$ cat config.mk
export PLATFORM = sky130hd
export DESIGN_NAME = mem_wb_stage
export DESIGN_NICKNAME = d
export VERILOG_FILES = /design/src/rtl/mem_wb_stage.sv
export SDC_FILE = /design/constraint.sdc
export NUM_CORES = 1
export LEC_CHECK = 0
export BUFFER_PORTS_ARGS = -buffer_cell sky130_fd_sc_hd__buf_2
export CAP_MARGIN = 20
export CORE_UTILIZATION = 42
export DETAILED_ROUTE_END_ITERATION = 8
export PLACE_DENSITY_LB_ADDON = 0.1
export SYNTH_ARGS = -nofsm -noshare
export SYNTH_HDL_FRONTEND = slang
export SYNTH_SLANG_ARGS = --single-unit
export TNS_END_PERCENT = 30
$ cat constraint.sdc
create_clock -name clk -period 2.5 [get_ports clk]
set_input_delay 0.375 -clock clk [delete_from_list [all_inputs] [get_ports clk]]
set_output_delay 0.375 -clock clk [all_outputs]
set_load 0.01 [all_outputs]
$ cat src/rtl/mem_wb_stage.sv
// MEM/WB pipeline register: selects the write-back value, waits on slow loads (timeout after 15 WAIT cycles) and forwards the registered result.
// Optional macro LOAD_SUBWORD_EN adds byte/halfword load extraction; otherwise loads write dm_rdata unchanged.
module mem_wb_stage (
    input  logic        clk,
    input  logic        rst,
    input  logic        ex_mem_valid,
    input  logic [31:0] ex_mem_instruction,
    input  logic [1:0]  ex_mem_gpr_w_sel,
    input  logic [1:0]  ex_mem_wb_src,
    input  logic [31:0] ex_mem_alu_result,
    input  logic [31:0] ex_mem_pc,
    input  logic [31:0] dm_rdata,
    input  logic        dm_ready,
    input  logic        flush,
    output logic [31:0] mem_wb_instruction,
    output logic [1:0]  gpr_w_sel,
    output logic [31:0] gpr_w_data,
    output logic        mem_stall,
    output logic        fwd_valid,
    output logic [4:0]  fwd_reg,
    output logic [31:0] fwd_data,
    output logic        dm_err
);

    typedef enum logic {RUN = 1'b0, WAIT = 1'b1} state_t;

    localparam logic [1:0] GPR_NONE = 2'b00;
    localparam logic [1:0] GPR_RD   = 2'b01;
    localparam logic [1:0] GPR_RT   = 2'b10;
    localparam logic [1:0] SRC_ALU  = 2'b00;
    localparam logic [1:0] SRC_MEM  = 2'b01;
    localparam logic [1:0] SRC_PC8  = 2'b10;

    state_t      state_q, state_d;
    logic [3:0]  cnt_q, cnt_d;
    logic [31:0] instr_q, instr_d;
    logic [1:0]  sel_q, sel_d;
    logic [31:0] data_q, data_d;
    logic        err_q, err_d;
    logic        stall;
    logic        is_load;
    logic [31:0] load_data;
    logic [31:0] result;

`ifdef LOAD_SUBWORD_EN
    localparam logic [5:0] OP_LB  = 6'h20;
    localparam logic [5:0] OP_LH  = 6'h21;
    localparam logic [5:0] OP_LBU = 6'h24;
    localparam logic [5:0] OP_LHU = 6'h25;

    logic [7:0]  ld_byte;
    logic [15:0] ld_half;

    // Little-endian lanes; misaligned halfword low bit is ignored.
    always_comb begin
        ld_byte = dm_rdata[{ex_mem_alu_result[1:0], 3'b000} +: 8];
        ld_half = ex_mem_alu_result[1] ? dm_rdata[31:16] : dm_rdata[15:0];
        case (ex_mem_instruction[31:26])
            OP_LB:   load_data = {{24{ld_byte[7]}}, ld_byte};
            OP_LBU:  load_data = {24'h0, ld_byte};
            OP_LH:   load_data = {{16{ld_half[15]}}, ld_half};
            OP_LHU:  load_data = {16'h0, ld_half};
            default: load_data = dm_rdata;
        endcase
    end
`else
    assign load_data = dm_rdata;
`endif

    always_comb begin
        case (ex_mem_wb_src)
            SRC_ALU: result = ex_mem_alu_result;
            SRC_MEM: result = load_data;
            SRC_PC8: result = ex_mem_pc + 32'd8;
            default: result = 32'h0;
        endcase
    end

    assign is_load = ex_mem_valid && (ex_mem_wb_src == SRC_MEM);

    always_comb begin
        state_d = state_q;
        cnt_d   = cnt_q;
        instr_d = 32'h0;
        sel_d   = GPR_NONE;
        data_d  = 32'h0;
        err_d   = err_q;
        stall   = 1'b0;
        if (flush) begin
            state_d = RUN;
            cnt_d   = 4'd0;
        end else begin
            case (state_q)
                RUN: begin
                    cnt_d = 4'd0;
                    if (ex_mem_valid) begin
                        if (!is_load || dm_ready) begin
                            instr_d = ex_mem_instruction;
                            sel_d   = ex_mem_gpr_w_sel;
                            data_d  = result;
                        end else begin
                            stall   = 1'b1;
                            state_d = WAIT;
                        end
                    end
                end
                WAIT: begin
                    if (dm_ready) begin
                        instr_d = ex_mem_instruction;
                        sel_d   = ex_mem_gpr_w_sel;
                        data_d  = result;
                        state_d = RUN;
                        cnt_d   = 4'd0;
                    end else if (cnt_q == 4'd14) begin
                        // 15th empty WAIT cycle: retire the load with zero data and
                        // release upstream so the same load is not reissued.
                        instr_d = ex_mem_instruction;
                        sel_d   = ex_mem_gpr_w_sel;
                        err_d   = 1'b1;
                        state_d = RUN;
                        cnt_d   = 4'd0;
                    end else begin
                        stall = 1'b1;
                        cnt_d = cnt_q + 4'd1;
                    end
                end
                default: state_d = RUN;
            endcase
        end
    end

    always_ff @(posedge clk) begin
        if (rst) begin
            state_q <= RUN;
            cnt_q   <= 4'd0;
            instr_q <= 32'h0;
            sel_q   <= GPR_NONE;
            data_q  <= 32'h0;
            err_q   <= 1'b0;
        end else begin
            state_q <= state_d;
            cnt_q   <= cnt_d;
            instr_q <= instr_d;
            sel_q   <= sel_d;
            data_q  <= data_d;
            err_q   <= err_d;
        end
    end

    always_comb begin
        case (sel_q)
            GPR_NONE: fwd_reg = 5'd0;
            GPR_RD:   fwd_reg = instr_q[15:11];
            GPR_RT:   fwd_reg = instr_q[20:16];
            default:  fwd_reg = 5'd31;
        endcase
    end

    assign mem_stall          = stall && !rst;
    assign mem_wb_instruction = instr_q;
    assign gpr_w_sel          = sel_q;
    assign gpr_w_data         = data_q;
    assign fwd_valid          = (sel_q != GPR_NONE) && (fwd_reg != 5'd0);
    assign fwd_data           = data_q;
    assign dm_err             = err_q;

endmodule

==> impl_metrics.json, run 1 <==
{
  "ys_warn_count": 0,
  "clkLatencyLatePin_ns": 0.35,
  "fp-row-count": 33,
  "worst_slew_pin_slew_ns": 0.587,
  "root_buffer": "clkbuf_8",
  "avgViaCountPerCell": 5.10,
  "final.setup.tns_ns": 0,
  "drc": 0,
  "die_height_microns": 94.3,
  "dieArea_sq_um": 8890,
  "dr_wl_met2_microns": 5130,
  "grt-ovfl-total": 0,
  "p_comb_share_pct": 14.4,
  "post-place-cells": 699,
  "topRoutingLayerUsed": "met4",
  "ctsHoldBuffers": 0,
  "dr.pass1.iters": 4,
  "timing.fmax_mhz": 437,
  "dr_wl_met3_microns": 795,
  "nets": 745,
  "cts-buffers-inserted": 9,
  "syn_nets": 534,
  "p_switching_uw": 678,
  "cts_tree": "yes",
  "worst_setup_path_start_kind": "flip-flop",
  "drive_gt1_share_pct": 46.2,
  "max_cap_violations": 0,
  "core_sq_um": 8220,
  "cts.sinks": 72,
  "report.final.slew_viol_count": 0,
  "synth_ff_type": "dfxtp_1",
  "first_iter_violations": 99,
  "hpwl_microns": 8180,
  "totalWireLength_microns": 10300,
  "async_flop_share_pct": 0,
  "syn_inst": 394,
  "switching_share_pct": 28.2,
  "synth_cell_types": 49,
  "start_util_pct": 43.6,
  "via_count": 3650,
  "finalSetupViolations": 0,
  "fp.dieW_microns": 94.3,
  "slew_headroom_pct": 59.7,
  "clock_power_share_pct": 36.2,
  "synth.cell_area_sq_um": 3580,
  "crit_type": "reg -> out",
  "synth.avg_cell_area_sq_um": 9.08,
  "met1_length_microns": 4320,
  "grt_pass1_vias": 3221,
  "grt.total_usage_pct": 23.0,
  "pin_count": 243,
  "grt_setup_unrepaired": "no",
  "finalCriticalPeriod_ns": 2.29,
  "ys_ff_latch": 72,
  "run_status": "finished clean",
  "cts_resized": 0,
  "end_kind": "output port",
  "skew_ns": 0.00845,
  "yosysSeqAreaShare_pct": 40.3,
  "areaGrowthSynthToFinish_pct": 36.0,
  "cp_data_arrival_time_ns": 1.91,
  "grt_max_degree": 39,
  "hold_path.class": "in -> reg",
  "intPower_uw": 1720,
  "gp_congestion": 0.877,
  "n_antenna_cell": 0,
  "synth-edff-count": 0,
  "power.density_nw_per_um2": 494,
  "htreeDepth": 3,
  "power_uw": 2400,
  "peakVddDrop_uv": 339,
  "required_ns": 2.12,
  "seq_power_share_pct": 49.4,
  "portBuffers": 242,
  "layout.cells.non_filler": 715,
  "path_clk_slew_ns": 0.09,
  "post-cts-setup-buffers": 0,
  "hold_viol": 0,
  "power.leakage_uw": 0.00245,
  "cts_buffer_depth": 2,
  "timing.final.crit_share_pct": 91.5,
  "grt_pass1_wl_microns": 15700,
  "final_antenna_net_count": 0,
  "antenna_found_initial": 0,
  "path_max_fanout": 4,
  "wire_per_inst_microns": 14.5
}
==> flip-flops by register name, indices dropped and copies added, names as in the netlist <==
name,flops
state_q,1
gpr_w_sel,2
cnt_q,4
mem_wb_instruction,32
dm_err,1
fwd_data,32
==> placed cells by master, fill, tap and decap left out, types with 4 or more instances in the layout <==
cell type / count
buf_2: 242
dfxtp_1: 72
nor2_1: 36
and2_1: 36
mux2i_1: 29
o211ai_1: 27
a21oi_1: 14
or4_1: 13
nand3_1: 13
nand4_1: 11
buf_4: 11
inv_1: 10
clkbuf_8: 9
nand2_1: 7
nor3_1: 6
o311ai_0: 6
or3_1: 5
xnor2_1: 4
and4_1: 4
or4b_2: 4
==> power by group through the flow <==
stage,logic [uW],registers [uW],clock network [uW]
after floorplan,154,1230,0
after global placement,343,1210,0
after detailed placement,347,1210,0
after CTS,349,1190,896
after global routing,384,1190,952
final,347,1190,869
==> worst paths after layout <==
check,slack [ns],end,depth (start not counted),startpoint
min,0.22,mem_wb_instruction[31]$_SDFF_PP0_,2,ex_mem_instruction[31]
max,0.21,mem_stall,6,cnt_q[0]$_SDFF_PP0_
min reg2reg,0.47,cnt_q[0]$_SDFF_PP0_,1,cnt_q[0]$_SDFF_PP0_
max reg2reg,0.65,gpr_w_sel[1]$_SDFF_PP0_,6,cnt_q[0]$_SDFF_PP0_
==> area by class of cell <==
cell class	count	area (sq um)
multi-input cells	259	1780
fillers	800	3350
clock buffers	9	124
flip-flops and latches	72	1440
clock inverters	7	61.3
repair buffers	253	1290
inverters	10	37.5
well taps	105	131
==> Yosys cell counts, types with 7 or more instances <==
master	count	share of area (%)
dfxtp_1	72	40
and2_1	36	6.3
nor2_1	36	3.8
buf_4	32	6.7
mux2i_1	29	8.1
o211ai_1	27	5.7
clkbuf_1	19	2.0
a21oi_1	14	2.0
nand3_1	13	1.8
or4_1	13	2.7
nand4_1	11	1.9
inv_1	10	1.0
nand2_1	7	0.73
==> per-stage QoR <==
stage               utilization, %  instance area, sq um  worst slack [ns]  hold slack (ns)
floorplan                        -                  3580             0.433            0.430
global placement              57.0                  4680             0.295            0.447
detailed placement            57.0                  4680             0.258            0.455
CTS                           59.2                  4870             0.181            0.199
global route                  59.2                  4870            0.0498            0.189
finish                        59.2                  4870             0.212            0.216
==> logic make-up after synthesis <==
| kind of cell | count (synthesis) | synth area share, % |
|---|---|---|
| compound gates | 67 | 13.5 |
| buf+inv | 63 | 10.2 |
| fa+ha+maj | 3 | 1.05 |
| flops | 72 | 40.3 |
| xor+xnor | 7 | 1.71 |
| mux | 32 | 9.06 |
| simple gates | 150 | 24.2 |
==> layer usage <==
layer,up-vias,global-route usage (%)
met5,-,0
met4,0,8.08
met3,9,5.66
met2,151,39.4
met1,1662,27.9
li1,1828,-
==> worst max-delay path, stage by stage (launching register included) <==
cell and delay (ns):
dfxtp_1 0.38, inv_1 0.06, ha_1 0.18, and3_1 0.19, nand2b_1 0.20, a2111oi_0 0.36, buf_2 0.20
No activity file was read; power rests on OpenSTA's default activity.
==> run 2: changes to the inputs <==
--- a/config.mk
+++ b/config.mk
@@ -10,6 +10,7 @@
 export CORE_UTILIZATION = 42
 export DETAILED_ROUTE_END_ITERATION = 8
 export PLACE_DENSITY_LB_ADDON = 0.1
+export REMOVE_ABC_BUFFERS = 1
 export SYNTH_ARGS = -nofsm -noshare
 export SYNTH_HDL_FRONTEND = slang
 export SYNTH_SLANG_ARGS = --single-unit
==> run 2 against run 1 <==
Sequential power hardly changed. Non-clock buffer count is 1 lower. Via count is 0.79% lower. Final cell count is 0.14% lower. Global-route usage is 0.23 points higher. Clock skew is 0.0016 ns lower. Core utilization is 0.32 points higher. Die area stayed put. Flip-flop and latch count stayed put. Fmax is 1.6% higher. Count of clock-buffer cells in the layout stayed put. Critical path type unchanged. Largest power group unchanged.
==> impl_metrics.json, run 2 (synthesis gave the netlist of run 1 again) <==
{
  "switching_share_pct": 25.4,
  "hpwl_microns": 8180,
  "intPower_uw": 1910,
  "fp.dieW_microns": 94.3,
  "n_antenna_cell": 0,
  "cts.sinks": 72,
  "grt_pass1_vias": 3340,
  "final.setup.tns_ns": 0,
  "totalWireLength_microns": 10400,
  "path_max_fanout": 4,
  "areaGrowthSynthToFinish_pct": 36.7,
  "power.leakage_uw": 0.00247,
  "worst_setup_path_start_kind": "flip-flop",
  "hold_path.class": "in -> reg",
  "drive_gt1_share_pct": 46.1,
  "max_cap_violations": 0,
  "wire_per_inst_microns": 14.6,
  "report.final.slew_viol_count": 0,
  "dr.pass1.iters": 4,
  "timing.final.crit_share_pct": 90.1,
  "avgViaCountPerCell": 5.07,
  "post-cts-setup-buffers": 0,
  "mostFrequentLayoutCells": "buf_2 (242), dfxtp_1 (72), nor2_1 (36), and2_1 (36), mux2i_1 (29)",
  "nets": 744,
  "grt_max_degree": 39,
  "p_switching_uw": 650,
  "cts_resized": 0,
  "power.density_nw_per_um2": 523,
  "via_count": 3621,
  "pin_count": 243,
  "grt_pass1_wl_microns": 16000,
  "drc": 0,
  "final_common_cell": "buf_2",
  "cts-buffers-inserted": 9,
  "whs_ns": 0.222,
  "fp-row-count": 33,
  "finalCriticalPeriod_ns": 2.25,
  "cts_buffer_depth": 2,
  "htreeDepth": 3,
  "finalSetupViolations": 0,
  "root_buffer": "clkbuf_8",
  "grt_setup_unrepaired": "no",
  "slew_headroom_pct": 41.7,
  "worst_slew_pin_slew_ns": 0.874,
  "die_height_microns": 94.3,
  "grt.total_usage_pct": 23.3,
  "run_status": "finished clean",
  "cts_tree": "yes",
  "path_clk_slew_ns": 0.08,
  "seq_power_share_pct": 46.4,
  "portBuffers": 242,
  "clkLatencyLatePin_ns": 0.34,
  "crit_type": "reg -> out",
  "gp_congestion": 0.777,
  "core_sq_um": 8220,
  "peakVddDrop_uv": 244,
  "timing.fmax_mhz": 444,
  "cp_data_arrival_time_ns": 1.88,
  "first_iter_violations": 101,
  "final_antenna_net_count": 0,
  "end_kind": "output port",
  "antenna_found_initial": 0,
  "p_comb_share_pct": 13.5,
  "start_util_pct": 43.6,
  "ctsHoldBuffers": 0,
  "dieArea_sq_um": 8890,
  "grt-ovfl-total": 0,
  "clock_power_share_pct": 40.1,
  "skew_ns": 0.00689,
  "hold_viol": 0,
  "required_ns": 2.12
}
-- run 2: area by class of cell --
cell class              instances  area, sq um
flip-flops and latches         72         1440
fillers                       792         3320
clock inverters                 7         95.1
repair buffers                252         1290
well taps                     105          131
clock buffers                   9          124
inverters                      10         37.5
multi-input cells             259         1780
-- run 2: path summary, 6_finish.rpt --
| path | start | endpoint | slack [ns] | cells after the start |
|---|---|---|---|---|
| max | cnt_q[0]$_SDFF_PP0_ | mem_stall | 0.25 | 6 |
| min reg2reg | cnt_q[0]$_SDFF_PP0_ | cnt_q[0]$_SDFF_PP0_ | 0.47 | 1 |
| max reg2reg | cnt_q[0]$_SDFF_PP0_ | mem_wb_instruction[17]$_SDFF_PP0_ | 0.66 | 6 |
| min | ex_mem_instruction[24] | mem_wb_instruction[24]$_SDFF_PP0_ | 0.22 | 2 |
-- run 2: power by group through the flow --
stage	Combinational, uW	Sequential (uW)	Clock [uW]
after global routing	384	1190	1100
after floorplan	110	1230	0
after global placement	344	1210	0
after CTS	349	1190	1050
after detailed placement	347	1210	0
final	346	1190	1030
-- run 2: through the flow --
step	setup WS, ns	utilization (%)	total power [uW]	instances	area, sq um
floorplan	0.431	-	1340	341	3250
global placement	0.263	56.9	1560	698	4670
detailed placement	0.256	56.9	1560	698	4670
CTS	0.223	59.6	2580	714	4890
global route	0.122	59.6	2680	714	4890
finish	0.248	59.6	2560	714	4890
-- run 2: critical path: stages (launching register included) --
cell	delay, ns
dfxtp_1	0.38
inv_1	0.06
ha_1	0.18
and3_1	0.19
nand2b_1	0.19
a2111oi_0	0.34
buf_2	0.19
-- run 2: per-layer routing --
layer	part of all wire, %	up-vias	track usage [%]
met5	0	-	0
met4	0.97	0	7.95
met3	7.1	9	4.77
met2	50	133	40.2
met1	42	1659	28.5
li1	-	1820	-
==> run 3: changes to the inputs <==
--- a/config.mk
+++ b/config.mk
@@ -7,8 +7,9 @@
 export LEC_CHECK = 0
 export BUFFER_PORTS_ARGS = -buffer_cell sky130_fd_sc_hd__buf_2
 export CAP_MARGIN = 20
-export CORE_UTILIZATION = 42
+export CORE_AREA = 2 2 95 97
 export DETAILED_ROUTE_END_ITERATION = 8
+export DIE_AREA = 0 0 97 99
 export PLACE_DENSITY_LB_ADDON = 0.1
 export REMOVE_ABC_BUFFERS = 1
 export SYNTH_ARGS = -nofsm -noshare
==> constraint.sdc (replaced) <==
create_clock -name clk -period 2.67 [get_ports clk]
set_input_delay 0.4005 -clock clk [delete_from_list [all_inputs] [get_ports clk]]
set_output_delay 0.4005 -clock clk [all_outputs]
set_load 0.01 [all_outputs]
==> run 3 against run 2 <==
Non-clock buffer count rose by 1. Flip-flop and latch count did not move. Via count rose by 1.5%. Die area rose by 8.0%. Critical path type unchanged. Worst hold slack improved by 0.026 ns.
==> impl_metrics.json, run 3 (synthesis gave the netlist of run 1 again) <==
{
  "worst_setup_path_start_kind": "flip-flop",
  "core_sq_um": 8550,
  "clkLatencyLatePin_ns": 0.35,
  "required_ns": 2.27,
  "cts_tree": "yes",
  "skew_ns": 0.00788,
  "max_stage_delay_ns": 0.39,
  "htreeDepth": 3,
  "crit_chain": "inv_1 > ha_1 > and3_1 > nand2b_1 > a2111oi_0 > buf_2",
  "gp_congestion": 0.888,
  "switching_share_pct": 26.7,
  "grt_setup_unrepaired": "no",
  "timing.reg2reg.setup_slack_ns": 0.83,
  "regArea_sq_um": 1440,
  "drc": 0,
  "timing.fmax_mhz": 423,
  "final.setup.tns_ns": 0,
  "multiInputGateArea_sq_um": 1780,
  "portBuffers": 242,
  "grt.total_usage_pct": 22.0,
  "cp_top_family": "simple AND/OR/NAND/NOR gates",
  "root_buffer": "clkbuf_8",
  "n_antenna_cell": 0,
  "p_comb_share_pct": 14.1,
  "cts_buffer_depth": 2,
  "end_kind": "output port",
  "grt-ovfl-total": 0,
  "critPathSlowestCell": "dfxtp_1",
  "grt_pass1_wl_microns": 16900,
  "cp_data_arrival_time_ns": 1.96,
  "hold_viol": 0,
  "finalSetupViolations": 0,
  "avgViaCountPerCell": 5.12,
  "timing.final.crit_share_pct": 88.5,
  "totalWireLength_microns": 10900,
  "wire_per_inst_microns": 15.2,
  "power.density_nw_per_um2": 474,
  "report.final.slew_viol_count": 0,
  "run_status": "finished clean",
  "intPower_uw": 1700,
  "finalCriticalPeriod_ns": 2.36,
  "ctsHoldBuffers": 0,
  "final_util_pct": 57.1,
  "areaGrowthSynthToFinish_pct": 36.4,
  "cts.sinks": 72,
  "mostFrequentLayoutCells": "buf_2 (242), dfxtp_1 (72), nor2_1 (36), and2_1 (36), mux2i_1 (29)",
  "p_switching_uw": 619,
  "first_iter_violations": 122,
  "final_common_cell": "buf_2",
  "slew_headroom_pct": 61.2,
  "max_cap_violations": 0,
  "cts_resized": 0,
  "start_util_pct": 41.8,
  "power.leakage_uw": 0.00246,
  "grt_pass1_vias": 3469,
  "dr.pass1.iters": 4,
  "via_count": 3676,
  "path_clk_slew_ns": 0.08,
  "seq_power_share_pct": 48.0,
  "fp-row-count": 34,
  "fp.dieW_microns": 97,
  "path_max_fanout": 4,
  "peakVddDrop_uv": 281,
  "cp.buffers_inverters": 2,
  "clock_power_share_pct": 37.9,
  "pin_count": 243,
  "drive_gt1_share_pct": 46.1,
  "hold_path.class": "in -> reg",
  "nets": 745,
  "fill_cells": 800,
  "antenna_found_initial": 0,
  "hpwl_microns": 8520,
  "crit_type": "reg -> out",
  "dieArea_sq_um": 9600,
  "grt_max_degree": 39,
  "final_antenna_net_count": 0,
  "post-cts-setup-buffers": 0,
  "die_height_microns": 99,
  "cts-buffers-inserted": 9,
  "worst_slew_pin_slew_ns": 0.565
}
run 3: cell count changes in the layout (fill, tap and decap cells not counted), sizes merged:
cell	change
inv	+1
buf	+1
clkbuf	+1
clkinv	-2
clkinvlp	+1
bufinv	-1
run 3: worst paths after layout:
path / cells past startpoint / end / startpoint
max: 6 / mem_stall / cnt_q[0]$_SDFF_PP0_
max reg2reg: 6 / mem_wb_instruction[16]$_SDFF_PP0_ / cnt_q[0]$_SDFF_PP0_
min reg2reg: 1 / cnt_q[0]$_SDFF_PP0_ / cnt_q[0]$_SDFF_PP0_
min: 2 / mem_wb_instruction[23]$_SDFF_PP0_ / ex_mem_instruction[23]
run 3: power by group through the flow:
| stage | Clock (uW) | Sequential (uW) | Combinational [uW] |
|---|---|---|---|
| 2_1_floorplan | 0 | 1160 | 103 |
| 3_3_place_gp | 0 | 1140 | 323 |
| 3_5_place_dp | 0 | 1140 | 326 |
| 4_1_cts | 907 | 1110 | 328 |
| 5_1_grt | 948 | 1110 | 358 |
| 6_report | 878 | 1110 | 326 |
run 3: layout make-up:
type / count / share of cell area [%]
Clock buffer: 10 / 2.61
Multi-Input combinational cell: 259 / 36.4
Tap cell: 108 / 2.77
Inverter: 10 / 0.769
Timing Repair Buffer: 253 / 26.5
Clock inverter: 6 / 1.38
Sequential cell: 72 / 29.5
run 3: worst register-to-register path, cell delays in order (launching register included):
cell	delay [ns]
dfxtp_1	0.39
inv_1	0.06
ha_1	0.18
and3_1	0.19
nand2b_1	0.21
o221a_2	0.48
and2_1	0.24
run 3: layer usage:
layer	share of wire (%)	global-route usage, %
met5	0	0
met4	1.5	6.83
met3	6.9	6.17
met2	50	38.5
met1	42	26.3
run 3: per-stage QoR:
stage / total power (uW) / hold WS [ns] / cells / instance area [sq um] / setup slack (ns)
2_1_floorplan: 1260 / 0.430 / 341 / 3250 / 0.576
3_3_place_gp: 1460 / 0.442 / 702 / 4690 / 0.427
3_5_place_dp: 1460 / 0.467 / 702 / 4690 / 0.402
4_1_cts: 2350 / 0.230 / 718 / 4880 / 0.271
5_1_grt: 2420 / 0.226 / 718 / 4880 / 0.0684
6_report: 2320 / 0.248 / 718 / 4880 / 0.307
